[src/rtl/mmc1_serial_writer_pkg.sv]
// mmc1_pkg: register selects, load width and FSM states shared by the MMC1 serial writer.
package mmc1_pkg;
  localparam logic [1:0] REG_CONTROL = 2'b00;
  localparam logic [1:0] REG_CHR0    = 2'b01;
  localparam logic [1:0] REG_CHR1    = 2'b10;
  localparam logic [1:0] REG_PRG     = 2'b11;
  localparam int LOAD_BITS = 5;
  typedef enum logic [2:0] {ST_IDLE, ST_WAIT, ST_WRITE, ST_HOLD, ST_GAP, ST_DONE} state_t;
endpackage

[src/rtl/mmc1_serial_writer_if.sv]
// mmc1_serial_writer_if: command handshake plus the CPU-side cartridge bus driven by the writer.
interface mmc1_serial_writer_if;
  import mmc1_pkg::*;
  logic                 cmd_valid;
  logic                 cmd_ready;
  logic [1:0]           cmd_reg;
  logic [LOAD_BITS-1:0] cmd_data;
  logic                 cmd_reset;
  logic                 done;
  logic                 CPU_M2;
  logic                 nCPU_ROMSEL;
  logic                 nCPU_RW;
  logic                 CPU_A14;
  logic                 CPU_A13;
  logic                 CPU_D7;
  logic                 CPU_D0;
  modport master (
    input  cmd_valid, cmd_reg, cmd_data, cmd_reset,
    output cmd_ready, done, CPU_M2, nCPU_ROMSEL, nCPU_RW, CPU_A14, CPU_A13, CPU_D7, CPU_D0
  );
  modport slave (
    output cmd_valid, cmd_reg, cmd_data, cmd_reset,
    input  cmd_ready, done, CPU_M2, nCPU_ROMSEL, nCPU_RW, CPU_A14, CPU_A13, CPU_D7, CPU_D0
  );
endinterface

[src/rtl/mmc1_serial_writer_m2_phase.sv]
// mmc1_m2_phase: free-running bus phase counter producing a registered M2 and phase strobes.
module mmc1_m2_phase #(
  parameter int M2_LOW  = 4,
  parameter int M2_HIGH = 4
) (
  input  logic CLK,
  input  logic nRST,
  output logic m2_o,
  output logic cyc_start_o,
  output logic cyc_last_o,
  output logic m2_rise_o
);
  localparam int T  = M2_LOW + M2_HIGH;
  localparam int PW = $clog2(T);
  logic [PW-1:0] ph_q, ph_d;
  logic          m2_q;
  always_comb ph_d = (ph_q == PW'(T - 1)) ? '0 : ph_q + 1'b1;
  always_ff @(posedge CLK or negedge nRST)
    if (!nRST) begin
      ph_q <= '0;
      m2_q <= 1'b0;
    end else begin
      ph_q <= ph_d;
      m2_q <= ph_d >= PW'(M2_LOW);
    end
  assign m2_o        = m2_q;
  assign cyc_start_o = ph_q == '0;
  assign cyc_last_o  = ph_q == PW'(T - 1);
  assign m2_rise_o   = ph_q == PW'(M2_LOW - 1);
endmodule

[src/rtl/mmc1_serial_writer.sv]
// mmc1_serial_writer: loads one 5-bit MMC1 register through serial bus writes on a free-running M2.
// Define MMC1_WRITER_RESET_EN to honour cmd_reset (leading D7 reset write); otherwise it is ignored.
module mmc1_serial_writer
  import mmc1_pkg::*;
#(
  parameter int M2_LOW  = 4,
  parameter int M2_HIGH = 4,
  parameter int GAP     = 1
) (
  input logic CLK,
  input logic nRST,
  mmc1_serial_writer_if.master bus
);
  localparam int GW = (GAP > 1) ? $clog2(GAP) : 1;
  state_t               state_q;
  logic [1:0]           reg_q, reg_d;
  logic [LOAD_BITS-1:0] data_q, data_d;
  logic                 rstp_q, rstp_d;
  logic [2:0]           idx_q;
  logic [GW-1:0]        gap_q;
  logic ready_q, done_q, romsel_q, rw_q, a14_q, a13_q, d7_q, d0_q;
  logic acc, start, last, wd0, m2, cyc_start, cyc_last, m2_rise;

  mmc1_m2_phase #(.M2_LOW(M2_LOW), .M2_HIGH(M2_HIGH)) u_phase (
    .CLK(CLK), .nRST(nRST), .m2_o(m2), .cyc_start_o(cyc_start),
    .cyc_last_o(cyc_last), .m2_rise_o(m2_rise)
  );

  // The *_d values let a command accepted on the last phase clock start its write immediately.
  always_comb begin
    acc    = state_q == ST_IDLE && bus.cmd_valid;
    reg_d  = acc ? bus.cmd_reg : reg_q;
    data_d = acc ? bus.cmd_data : data_q;
`ifdef MMC1_WRITER_RESET_EN
    rstp_d = acc ? bus.cmd_reset : rstp_q;
`else
    rstp_d = 1'b0;
`endif
    wd0    = !rstp_d && data_d[acc ? 3'd0 : idx_q];
    last   = !rstp_q && idx_q == 3'(LOAD_BITS - 1);
    start  = cyc_last && (acc || state_q == ST_WAIT || (state_q == ST_GAP && gap_q == '0));
  end

  always_ff @(posedge CLK or negedge nRST)
    if (!nRST) begin
      state_q  <= ST_IDLE;
      reg_q    <= '0;
      data_q   <= '0;
      rstp_q   <= 1'b0;
      idx_q    <= '0;
      gap_q    <= '0;
      ready_q  <= 1'b1;
      done_q   <= 1'b0;
      romsel_q <= 1'b1;
      rw_q     <= 1'b1;
      a14_q    <= 1'b0;
      a13_q    <= 1'b0;
      d7_q     <= 1'b0;
      d0_q     <= 1'b0;
    end else begin
      done_q <= 1'b0;
      case (state_q)
        ST_IDLE: if (acc) begin
          reg_q   <= reg_d;
          data_q  <= data_d;
          rstp_q  <= rstp_d;
          idx_q   <= '0;
          ready_q <= 1'b0;
          state_q <= ST_WAIT;
        end
        ST_WRITE: begin
          if (m2_rise) romsel_q <= 1'b0;
          if (cyc_last) state_q <= ST_HOLD;
        end
        // Hold clock: the mapper samples on this M2 fall, so the bus is only released afterwards.
        ST_HOLD: begin
          romsel_q <= 1'b1;
          rw_q     <= 1'b1;
          d7_q     <= 1'b0;
          d0_q     <= 1'b0;
          if (last) begin
            done_q  <= 1'b1;
            state_q <= ST_DONE;
          end else begin
            gap_q   <= GW'(GAP - 1);
            rstp_q  <= 1'b0;
            idx_q   <= idx_q + {2'b00, !rstp_q};
            state_q <= ST_GAP;
          end
        end
        ST_GAP: if (cyc_start) gap_q <= gap_q - 1'b1;
        ST_DONE: begin
          ready_q <= 1'b1;
          state_q <= ST_IDLE;
        end
        default: ;
      endcase
      if (start) begin
        state_q <= ST_WRITE;
        rw_q    <= 1'b0;
        a14_q   <= reg_d[1];
        a13_q   <= reg_d[0];
        d7_q    <= rstp_d;
        d0_q    <= wd0;
      end
    end

  assign bus.cmd_ready   = ready_q;
  assign bus.done        = done_q;
  assign bus.CPU_M2      = m2;
  assign bus.nCPU_ROMSEL = romsel_q;
  assign bus.nCPU_RW     = rw_q;
  assign bus.CPU_A14     = a14_q;
  assign bus.CPU_A13     = a13_q;
  assign bus.CPU_D7      = d7_q;
  assign bus.CPU_D0      = d0_q;
endmodule

[src/flat_wrapper.sv]
// flat-port wrapper written by rule: the top's interface ports become plain ports
module mmc1_serial_writer_flat import mmc1_pkg::*;
#(
  parameter int M2_LOW  = 4,
  parameter int M2_HIGH = 4,
  parameter int GAP     = 1
)
  (CLK, nRST, bus_cmd_valid, bus_cmd_reg, bus_cmd_data, bus_cmd_reset, bus_cmd_ready, bus_done, bus_CPU_M2, bus_nCPU_ROMSEL, bus_nCPU_RW, bus_CPU_A14, bus_CPU_A13, bus_CPU_D7, bus_CPU_D0);
  mmc1_serial_writer_if bus_i ();
  input logic CLK;
  input logic nRST;
  input wire logic [$bits(bus_i.cmd_valid)-1:0] bus_cmd_valid;
  input wire logic [$bits(bus_i.cmd_reg)-1:0] bus_cmd_reg;
  input wire logic [$bits(bus_i.cmd_data)-1:0] bus_cmd_data;
  input wire logic [$bits(bus_i.cmd_reset)-1:0] bus_cmd_reset;
  output wire logic [$bits(bus_i.cmd_ready)-1:0] bus_cmd_ready;
  output wire logic [$bits(bus_i.done)-1:0] bus_done;
  output wire logic [$bits(bus_i.CPU_M2)-1:0] bus_CPU_M2;
  output wire logic [$bits(bus_i.nCPU_ROMSEL)-1:0] bus_nCPU_ROMSEL;
  output wire logic [$bits(bus_i.nCPU_RW)-1:0] bus_nCPU_RW;
  output wire logic [$bits(bus_i.CPU_A14)-1:0] bus_CPU_A14;
  output wire logic [$bits(bus_i.CPU_A13)-1:0] bus_CPU_A13;
  output wire logic [$bits(bus_i.CPU_D7)-1:0] bus_CPU_D7;
  output wire logic [$bits(bus_i.CPU_D0)-1:0] bus_CPU_D0;
  assign bus_i.cmd_valid = bus_cmd_valid;
  assign bus_i.cmd_reg = bus_cmd_reg;
  assign bus_i.cmd_data = bus_cmd_data;
  assign bus_i.cmd_reset = bus_cmd_reset;
  assign bus_cmd_ready = bus_i.cmd_ready;
  assign bus_done = bus_i.done;
  assign bus_CPU_M2 = bus_i.CPU_M2;
  assign bus_nCPU_ROMSEL = bus_i.nCPU_ROMSEL;
  assign bus_nCPU_RW = bus_i.nCPU_RW;
  assign bus_CPU_A14 = bus_i.CPU_A14;
  assign bus_CPU_A13 = bus_i.CPU_A13;
  assign bus_CPU_D7 = bus_i.CPU_D7;
  assign bus_CPU_D0 = bus_i.CPU_D0;
  mmc1_serial_writer #(.M2_LOW(M2_LOW), .M2_HIGH(M2_HIGH), .GAP(GAP)) u_core (.CLK(CLK), .nRST(nRST), .bus(bus_i));
endmodule
[config.mk]
export PLATFORM = sky130hd
export DESIGN_NAME = mmc1_serial_writer_flat
export DESIGN_NICKNAME = d
export VERILOG_FILES = /design/src/rtl/mmc1_serial_writer_pkg.sv /design/src/rtl/mmc1_serial_writer_if.sv /design/src/rtl/mmc1_serial_writer_m2_phase.sv /design/src/rtl/mmc1_serial_writer.sv /design/src/flat_wrapper.sv
export SDC_FILE = /design/constraint.sdc
export NUM_CORES = 1
export LEC_CHECK = 0
export BUFFER_PORTS_ARGS = -buffer_cell sky130_fd_sc_hd__buf_2
export CAP_MARGIN = 20
export CORE_MARGIN = 2
export CORE_UTILIZATION = 50
export DETAILED_ROUTE_END_ITERATION = 10
export PLACE_DENSITY = 0.78
export SLEW_MARGIN = 20
export SYNTH_ARGS = -nofsm -noshare
export SYNTH_HDL_FRONTEND = slang
export SYNTH_HIERARCHICAL = 1
export SYNTH_SLANG_ARGS = --single-unit
[constraint.sdc]
create_clock -name CLK -period 2.4 [get_ports CLK]
set_input_delay 0.36 -clock CLK [delete_from_list [all_inputs] [get_ports CLK]]
set_output_delay 0.36 -clock CLK [all_outputs]
set_load 0.05 [all_outputs]
==> results.toml, run 1 <==
[outcome]
run_status = "completed"

[critical_path]
timing.critical_path.fanout_max = 10
critPathMaxStageDelay_ns = 0.53
worst_setup_path_class = "reg2reg"
worstRegToRegCells = 4
critPathRequiredTime_ns = 2.60
critical_path.top_delay_family = "simple AND/OR/NAND/NOR gates"
critical_path.cell_chain = "or3b_1 > nor2_4 > mux2_4 > mux2_1"
crit_path_top_delay_cell = "or3b_1"
critical_path_arrival_ns = 2.22
end_kind = "flip-flop"
timing.critical_path.from_type = "flip-flop"
critPathBufInv = 0
crit_cells = 4

[timing]
timing.hold.ws_ns = 0.00266
unrepaired_setup_endpoints_after_global_routing = "false"
report.final.slew_viol_count = 0
setup_viol = 0
clock_skew_ns = 0.00380
tns_ns = 0
timing.slew.headroom_pct = 65.5
hold_viol_final = 0
timing.final.crit_share_pct = 84.0
fmax_mhz = 496
setup_slack_ns = 0.383
period_needed_ns = 2.02
timing_worst_slew_pin_value_ns = 0.518

[synth]
post_synth_inst_count = 109
ys.warnings.count = 6
synth.net_count = 126
netlist_area_sq_um = 1170
synthesis.area_per_instance_sq_um = 10.8
seq_total_area_yosys_pct = 51.5
synth.lib_cells_used.distinct = 31
ys_seq_elements = 24

[route]
firstDrtPassIters = 4
vias_per_cell = 5.31
ant_nets = 0
drtIter0Drc = 7
post_drt_wl_per_cell_um = 12.7
routed_wirelength_mm = 1.95
vias = 817
drc_errors = 0

[layout]
final_layout_size_suffix_gt1_share_pct = 27.0
fillerInstances = 187
layout.nets = 144
antennaDiodeCount = 0
layout.cells.most_common = "dfrtp_1"
mostFrequentLayoutCells = "dfrtp_1 (21), buf_2 (17), nor2_1 (10)"
layout.cell_area.non_filler_sq_um = 1310
area_growth_pct = 11.7

[grt]
antenna_found_initial = 0
grt_pass1_vias = 838
grt_usage_pct = 17.6
wire_length_of_the_first_global_routing_pass_mm = 3.51
grt_start_max_net_pins = 25
grt.overflow.total = 0

[cts]
clkTransAtPathRegs_ns = 0.13
ctsHtreeMaxLevel = 1
clock-sinks = 24
cts_made_buffers = 3
clock_path_buffers = 2
holdBufCountCts = 0
root_driver = "clkbuf_4"
post_cts.resized_instances = 0
post_cts_setup_bufs = 0
worst_skew_pair.late_latency_ns = 0.31
tritoncts = "built"

[floorplanning]
die_width_um = 52.5
floorplan.initialDensity_pct = 53.1
die_area_sq_um = 2750
floorplan.io_pins = 20
std_cell_rows = 17
chipHeight_um = 52.5
placeable_core_region_sq_um = 2210

[place]
dp_worst_setup_slack_ns = 0.394
dp.final_hpwl_mm = 1.47
placed_area_sq_um = 1270
buffer_ports.inserted = 17
routabilityCongestion = 0.853

[power]
p_per_area_nw_per_um2 = 507
leakage_nw = 0.647
vdd_ir_drop_max_mv = 0.461

[job]
max_cap_viol_count = 0

[min_path]
hold_path_class = "in2async"
[kinds of logic (layout without fill, tap and decap cells)]
group | count (synthesis) | in the layout | synth area share, %
buffers and inverters | 14 | 31 | 5.12
muxes | 14 | 14 | 13.5
and+or+nand+nor | 33 | 33 | 14.3
other | 1 | 1 | 0.320
DFF | 24 | 24 | 51.5
AOI/OAI and AO/OA | 17 | 17 | 8.85
adders and majority gates | 6 | 6 | 6.40
[worst paths after layout]
| path | start | slack (ns) | to |
|---|---|---|---|
| setup reg to reg | u_core/state_q[0] | 0.38 | u_core/bus.CPU_A13 |
| setup / recovery | u_core/state_q[0] | 0.38 | u_core/bus.CPU_A13 |
| hold / removal | nRST | 0.003 | u_core/reg_q[1] |
| min in group CLK | bus_cmd_data[4] | 0.28 | u_core/data_q[4] |
| hold reg to reg | u_core/u_phase/ph_q[0] | 0.47 | u_core/u_phase/ph_q[0] |
| max in group asynchronous | nRST | 2.03 | u_core/bus.nCPU_RW |
[flip-flops by register name (all words and copies together) (netlist names)]
name	cells
u_core/bus.CPU_A13	1
u_core/bus.CPU_A14	1
u_core/bus.CPU_D0	1
u_core/bus.cmd_ready	1
u_core/bus.done	1
u_core/bus.nCPU_ROMSEL	1
u_core/bus.nCPU_RW	1
u_core/data_q	5
u_core/gap_q	1
u_core/idx_q	3
u_core/reg_q	2
u_core/state_q	3
u_core/u_phase/m2_o	1
u_core/u_phase/ph_q	2
[Yosys cell counts, drive strengths merged]
| cell | number | share of area (%) |
|---|---|---|
| dfrtp | 21 | 45 |
| nor2 | 11 | 4.2 |
| inv | 9 | 2.9 |
| mux2 | 9 | 9.3 |
| nand2 | 8 | 2.6 |
| a21oi | 6 | 2.6 |
| ha | 6 | 6.4 |
| mux2i | 5 | 4.3 |
| buf | 4 | 1.9 |
| o21ai | 4 | 1.7 |
| dfstp | 3 | 6.7 |
| nand3 | 3 | 1.3 |
| nor3 | 3 | 1.3 |
| a211oi | 2 | 1.7 |
| nor2b | 2 | 1.1 |
| o22ai | 2 | 1.1 |
| or3b | 2 | 1.5 |
| a31oi | 1 | 0.53 |
| and4 | 1 | 0.75 |
| clkbuf | 1 | 0.32 |
| conb | 1 | 0.32 |
| nand2b | 1 | 0.53 |
| nand3b | 1 | 0.64 |
| nor4 | 1 | 0.53 |
| o21bai | 1 | 0.64 |
| o31ai | 1 | 0.64 |
[layout make-up]
| type | instances | area [sq um] | area share [%] |
|---|---|---|---|
| clock buffers | 4 | 36.3 | 2.77 |
| inverters | 9 | 33.8 | 2.58 |
| multi-input cells | 71 | 509 | 38.8 |
| flip-flops and latches | 24 | 604 | 46.1 |
| well taps | 28 | 35.0 | 2.67 |
| repair buffers | 18 | 92.6 | 7.06 |
[where the power goes]
group          total (W)  switching (W)  internal, W
sequential      0.000416     0.00000337     0.000412
clock           0.000209       0.000117    0.0000925
combinational  0.0000400      0.0000252    0.0000147
[routing by layer]
metal / track usage, % / vias to the layer above / part of all wire (%)
li1: - / 405 / -
met4: 9.40 / 0 / 0.87
met5: 0 / - / 0
met2: 29.6 / 12 / 49
met1: 21.5 / 398 / 46
met3: 2.57 / 2 / 3.2
[through the flow]
step           cells  power [W]  util (%)
6_report         154   0.000665      59.3
5_1_grt          154   0.000694      59.3
4_1_cts          154   0.000677      59.3
3_5_place_dp     150   0.000464      57.6
3_3_place_gp     150   0.000463      57.6
2_1_floorplan    109   0.000446         -
[worst register-to-register path, stage by stage, from the launching register on]
cell	delay, ns
dfrtp_1	0.50
or3b_1	0.53
nor2_4	0.26
mux2_4	0.33
mux2_1	0.29
Note: power is estimated with default switching activity, not from simulation.
==> inputs of run 2 (changes only) <==
CORE_UTILIZATION = 49   (was 50)
PLACE_DENSITY = 0.8   (was 0.78)
clock period = 1.7 ns   (was 2.4 ns; I/O delays follow)
==> results.toml, run 2 (same netlist as run 1, synthesis figures left out) <==
[place]
buffer_ports.inserted = 17
dp_worst_setup_slack_ns = 0.0251
dp.final_hpwl_mm = 1.59
placed_area_sq_um = 1340
routabilityCongestion = 0.876

[critical_path]
worst_setup_path_class = "reg2reg"
end_kind = "flip-flop"
critical_path_arrival_ns = 1.87
timing.critical_path.fanout_max = 3
critPathRequiredTime_ns = 1.92
timing.critical_path.from_type = "flip-flop"

[cts]
clock-sinks = 24
root_driver = "clkbuf_4"
worst_skew_pair.late_latency_ns = 0.32
cts_made_buffers = 3
post_cts_setup_bufs = 0
clkTransAtPathRegs_ns = 0.13
tritoncts = "built"
ctsHtreeMaxLevel = 1
clock_path_buffers = 2

[layout]
number_of_flip_flops_in_the_largest_register = 5
mostFrequentLayoutCells = "dfrtp_1 (21), buf_2 (17), nor2_1 (10)"
area_growth_pct = 19.3
top_registers = "u_core/data_q (5), u_core/idx_q (3), u_core/state_q (3)"
multi_input_area_sq_um = 519
antennaDiodeCount = 0
top_register = "u_core/data_q"
fillerInstances = 194
layout.cell_area.non_filler_sq_um = 1400
seq_area_sq_um = 604
layout.cells.most_common = "dfrtp_1"
layout.nets = 152
final_layout_size_suffix_gt1_share_pct = 32.8

[timing]
report.final.slew_viol_count = 0
unrepaired_setup_endpoints_after_global_routing = "false"
setup_slack_ns = 0.0516
tns_ns = 0
hold_viol_final = 0
timing.slew.headroom_pct = 65.5
clock_skew_ns = 0.00391
timing.hold.ws_ns = 0.154
setup_viol = 0
timing.final.crit_share_pct = 97.0
timing_worst_slew_pin_value_ns = 0.518
fmax_mhz = 607
period_needed_ns = 1.65

[route]
vias_per_cell = 5.43
drtIter0Drc = 24
post_drt_wl_per_cell_um = 13.2
drc_errors = 0
routed_wirelength_mm = 2.14
vias = 879
firstDrtPassIters = 4
ant_nets = 0

[power]
p_per_area_nw_per_um2 = 761
finalPower_w = 0.00107
leakage_nw = 0.698
vdd_ir_drop_max_mv = 0.515

[outcome]
run_status = "completed"

[floorplanning]
placeable_core_region_sq_um = 2230
chipHeight_um = 52.9
die_width_um = 52.9
die_area_sq_um = 2800
floorplan.io_pins = 20
floorplan.initialDensity_pct = 52.5
std_cell_rows = 17

[grt]
grt.overflow.total = 0
wire_length_of_the_first_global_routing_pass_mm = 3.67
grt_usage_pct = 18.2
antenna_found_initial = 0
grt_start_max_net_pins = 25
grt_pass1_vias = 839

[min_path]
hold_path_class = "in2reg"

[job]
max_cap_viol_count = 0
## run 2: cell types whose count changed in the layout (fill, tap and decap cells not counted), sizes merged
cell	delta
buf	+7
bufinv	+1
clkbuf	-1
dlygate4sd3	+1
## run 2: metal layers
metal,GRT usage (%),wire [um]
met3,2.54,66
met4,8.12,38
met5,0,0
met1,22.9,972
met2,30.8,1060
## run 2: worst max-delay path: stages (launching register included)
cell and delay [ns]:
dfrtp_1 0.41, or3b_4 0.43, nor2_4 0.14, mux2_4 0.32
mux2_4 0.25
## run 2: through the flow
step	utilization (%)	std cells
floorplan	-	109
global placement	59.8	157
detailed placement	59.8	157
CTS	62.7	162
global route	62.7	162
finish	62.7	162
## run 2: final timing paths
kind	from	end	slack [ns]	cells after the start
worst min register to register	u_core/u_phase/ph_q[0]	u_core/u_phase/ph_q[0]	0.46	1
worst min-delay path	bus_cmd_data[2]	u_core/data_q[2]	0.15	2
worst max register to register	u_core/state_q[1]	u_core/bus.CPU_A14	0.05	4
min in group asynchronous	nRST	u_core/idx_q[0]	0.42	2
worst max-delay path	u_core/state_q[1]	u_core/bus.CPU_A14	0.05	4
max in group asynchronous	nRST	u_core/bus.cmd_ready	0.91	2
## run 2: power by group
| part | internal, W | switching (W) |
|---|---|---|
| Combinational | 0.0000267 | 0.0000375 |
| Clock | 0.000239 | 0.000176 |
| Sequential | 0.000582 | 0.00000493 |
| Total | 0.000847 | 0.000219 |
## run 2: layout make-up
class / count / area share, %
Clock buffer: 3 / 1.61
Clock inverter: 1 / 2.14
Inverter: 9 / 2.41
Multi-Input combinational cell: 71 / 37.1
Sequential cell: 24 / 43.2
Tap cell: 28 / 2.50
Timing Repair Buffer: 26 / 11.1
## run 2: repair_timing
action                                  4_1_cts  5_1_grt
resized for setup                             1        0
endpoints found under the hold margin        21        0
hold buffers                                  1        0
pin swaps                                     0        1
endpoints found under the setup margin        1        2
==> inputs of run 3 (changes only) <==
clock period = 1.3 ns   (was 1.7 ns; I/O delays follow)
==> results.toml, run 3 (same netlist as run 1, synthesis figures left out) <==
[cts]
worst_skew_pair.late_latency_ns = 0.31
clkTransAtPathRegs_ns = 0.13
ctsHtreeMaxLevel = 1
tritoncts = "built"
clock_path_buffers = 2
clock-sinks = 24
root_driver = "clkbuf_4"
cts_made_buffers = 3

[critical_path]
critical_path_arrival_ns = 1.86
end_kind = "flip-flop"
worstRegToRegCells = 4
critPathMaxStageDelay_ns = 0.41
critical_path.reg2reg.startpoint = "u_core/state_q[1]"
worst_setup_path_class = "reg2reg"
timing.critical_path.from_type = "flip-flop"
critical_path.top_delay_family = "multiplexers"
timing.critical_path.fanout_max = 3
crit_cells = 4
r2r_end = "u_core/bus.CPU_A13"
worstSetupStartpoint = "u_core/state_q[1]"
critPathMostFrequentCell = "mux2_4"
setup.worst_path.end = "u_core/bus.CPU_A13"
critPathBufInv = 0
critPathRequiredTime_ns = 1.51
rrSetupSlack_ns = -0.35
crit_path_top_delay_cell = "dfrtp_1"
critical_path.cell_chain = "or3b_4 > nor2_4 > mux2_4 > mux2_4"

[route]
ant_nets = 0
drc_errors = 0
vias_per_cell = 5.47
drtIter0Drc = 9
routed_wirelength_mm = 3.01
vias = 995
post_drt_wl_per_cell_um = 16.6
firstDrtPassIters = 4

[timing]
timing.slew.headroom_pct = 65.7
period_needed_ns = 1.65
setup_viol = 16
clock_skew_ns = 0.00247
timing.hold.ws_ns = 0.110
fmax_mhz = 607
timing.final.crit_share_pct = 127
timing_worst_slew_pin_value_ns = 0.514
hold_viol_final = 0
report.final.slew_viol_count = 0
setup_slack_ns = -0.348
unrepaired_setup_endpoints_after_global_routing = "true"

[grt]
wire_length_of_the_first_global_routing_pass_mm = 4.55
grt_pass1_vias = 1012
antenna_found_initial = 0
grt.overflow.total = 0
grt_start_max_net_pins = 25
grt_usage_pct = 22.7

[floorplanning]
die_width_um = 52.9
floorplan.initialDensity_pct = 52.5
placeable_core_region_sq_um = 2230
std_cell_rows = 17
floorplan.io_pins = 20
die_area_sq_um = 2800
chipHeight_um = 52.9

[layout]
antennaDiodeCount = 0
layout.cells.most_common = "buf_4"
top_register = "u_core/data_q"
fillerInstances = 134
layout.nets = 172
area_growth_pct = 44.3
number_of_flip_flops_in_the_largest_register = 5
mostFrequentLayoutCells = "buf_4 (23), dfrtp_1 (20), buf_2 (13)"
final_layout_size_suffix_gt1_share_pct = 50.6
top_registers = "u_core/data_q (5), u_core/idx_q (3), u_core/state_q (3)"

[place]
buffer_ports.inserted = 17
dp.final_hpwl_mm = 1.88
routabilityCongestion = 0.822

[job]
max_cap_viol_count = 0

[outcome]
run_status = "complete, but fails checks"
failing_checks = "negative setup slack"

[power]
finalPower_w = 0.00126
vdd_ir_drop_max_mv = 0.918
leakage_nw = 0.817
p_per_area_nw_per_um2 = 745

[min_path]
hold_path_class = "in2reg"
-- run 3: worst min path at each step --
| stage | startpoint | endpoint | slack [ns] | cells after the start |
|---|---|---|---|---|
| after floorplan | nRST | u_core/bus.CPU_A13 | -0.10 | 0 |
| after global placement | nRST | u_core/u_phase/ph_q[0] | 0.19 | 1 |
| after detailed placement | nRST | u_core/u_phase/ph_q[0] | 0.20 | 1 |
| after CTS | bus_cmd_data[4] | u_core/data_q[4] | 0.10 | 2 |
| after global routing | bus_cmd_data[4] | u_core/data_q[4] | 0.1 | 2 |
| final | bus_cmd_data[4] | u_core/data_q[4] | 0.11 | 2 |
-- run 3: repair_timing --
action / in CTS / in global routing
gates resized for setup: 21 / 19
endpoints found under the setup margin: 20 / 21
hold endpoints to repair: 21 / 0
hold buffers: 1 / 0
pin swaps: 9 / 7
buffers inserted: 7 / 4
-- run 3: power by group --
group | internal, W | total [W] | switching [W] | leakage [nW]
Combinational | 0.0000489 | 0.000105 | 0.0000559 | 0.497
Sequential | 0.000761 | 0.000771 | 0.00000952 | 0.299
Clock | 0.000171 | 0.000387 | 0.000217 | 0.0210
-- run 3: through the flow --
step / cell area, sq um / cells / TNS (ns) / utilization, % / setup WS [ns]
global placement: 1420 / 168 / -2.70 / 63.5 / -0.337
detailed placement: 1420 / 168 / -3.00 / 63.5 / -0.369
CTS: 1590 / 179 / -2.93 / 71.1 / -0.325
finish: 1690 / 182 / -3.28 / 75.9 / -0.348
global route: 1690 / 182 / -3.97 / 75.9 / -0.372
floorplan: 1200 / 109 / -4.48 / - / -0.584
-- run 3: final cells by class --
| type | count | area, sq um | area share (%) |
|---|---|---|---|
| Timing Repair Buffer | 46 | 358 | 21.1 |
| Multi-Input combinational cell | 71 | 623 | 36.8 |
| Tap cell | 28 | 35.0 | 2.07 |
| Clock buffer | 4 | 36.3 | 2.14 |
| Sequential cell | 24 | 606 | 35.7 |
| Inverter | 9 | 36.3 | 2.14 |
-- run 3: metal layers --
metal | GRT usage, % | wire length (um)
met1 | 25.5 | 1230
met5 | 0 | 0
met2 | 41.7 | 1620
met3 | 5.08 | 73
met4 | 8.12 | 91
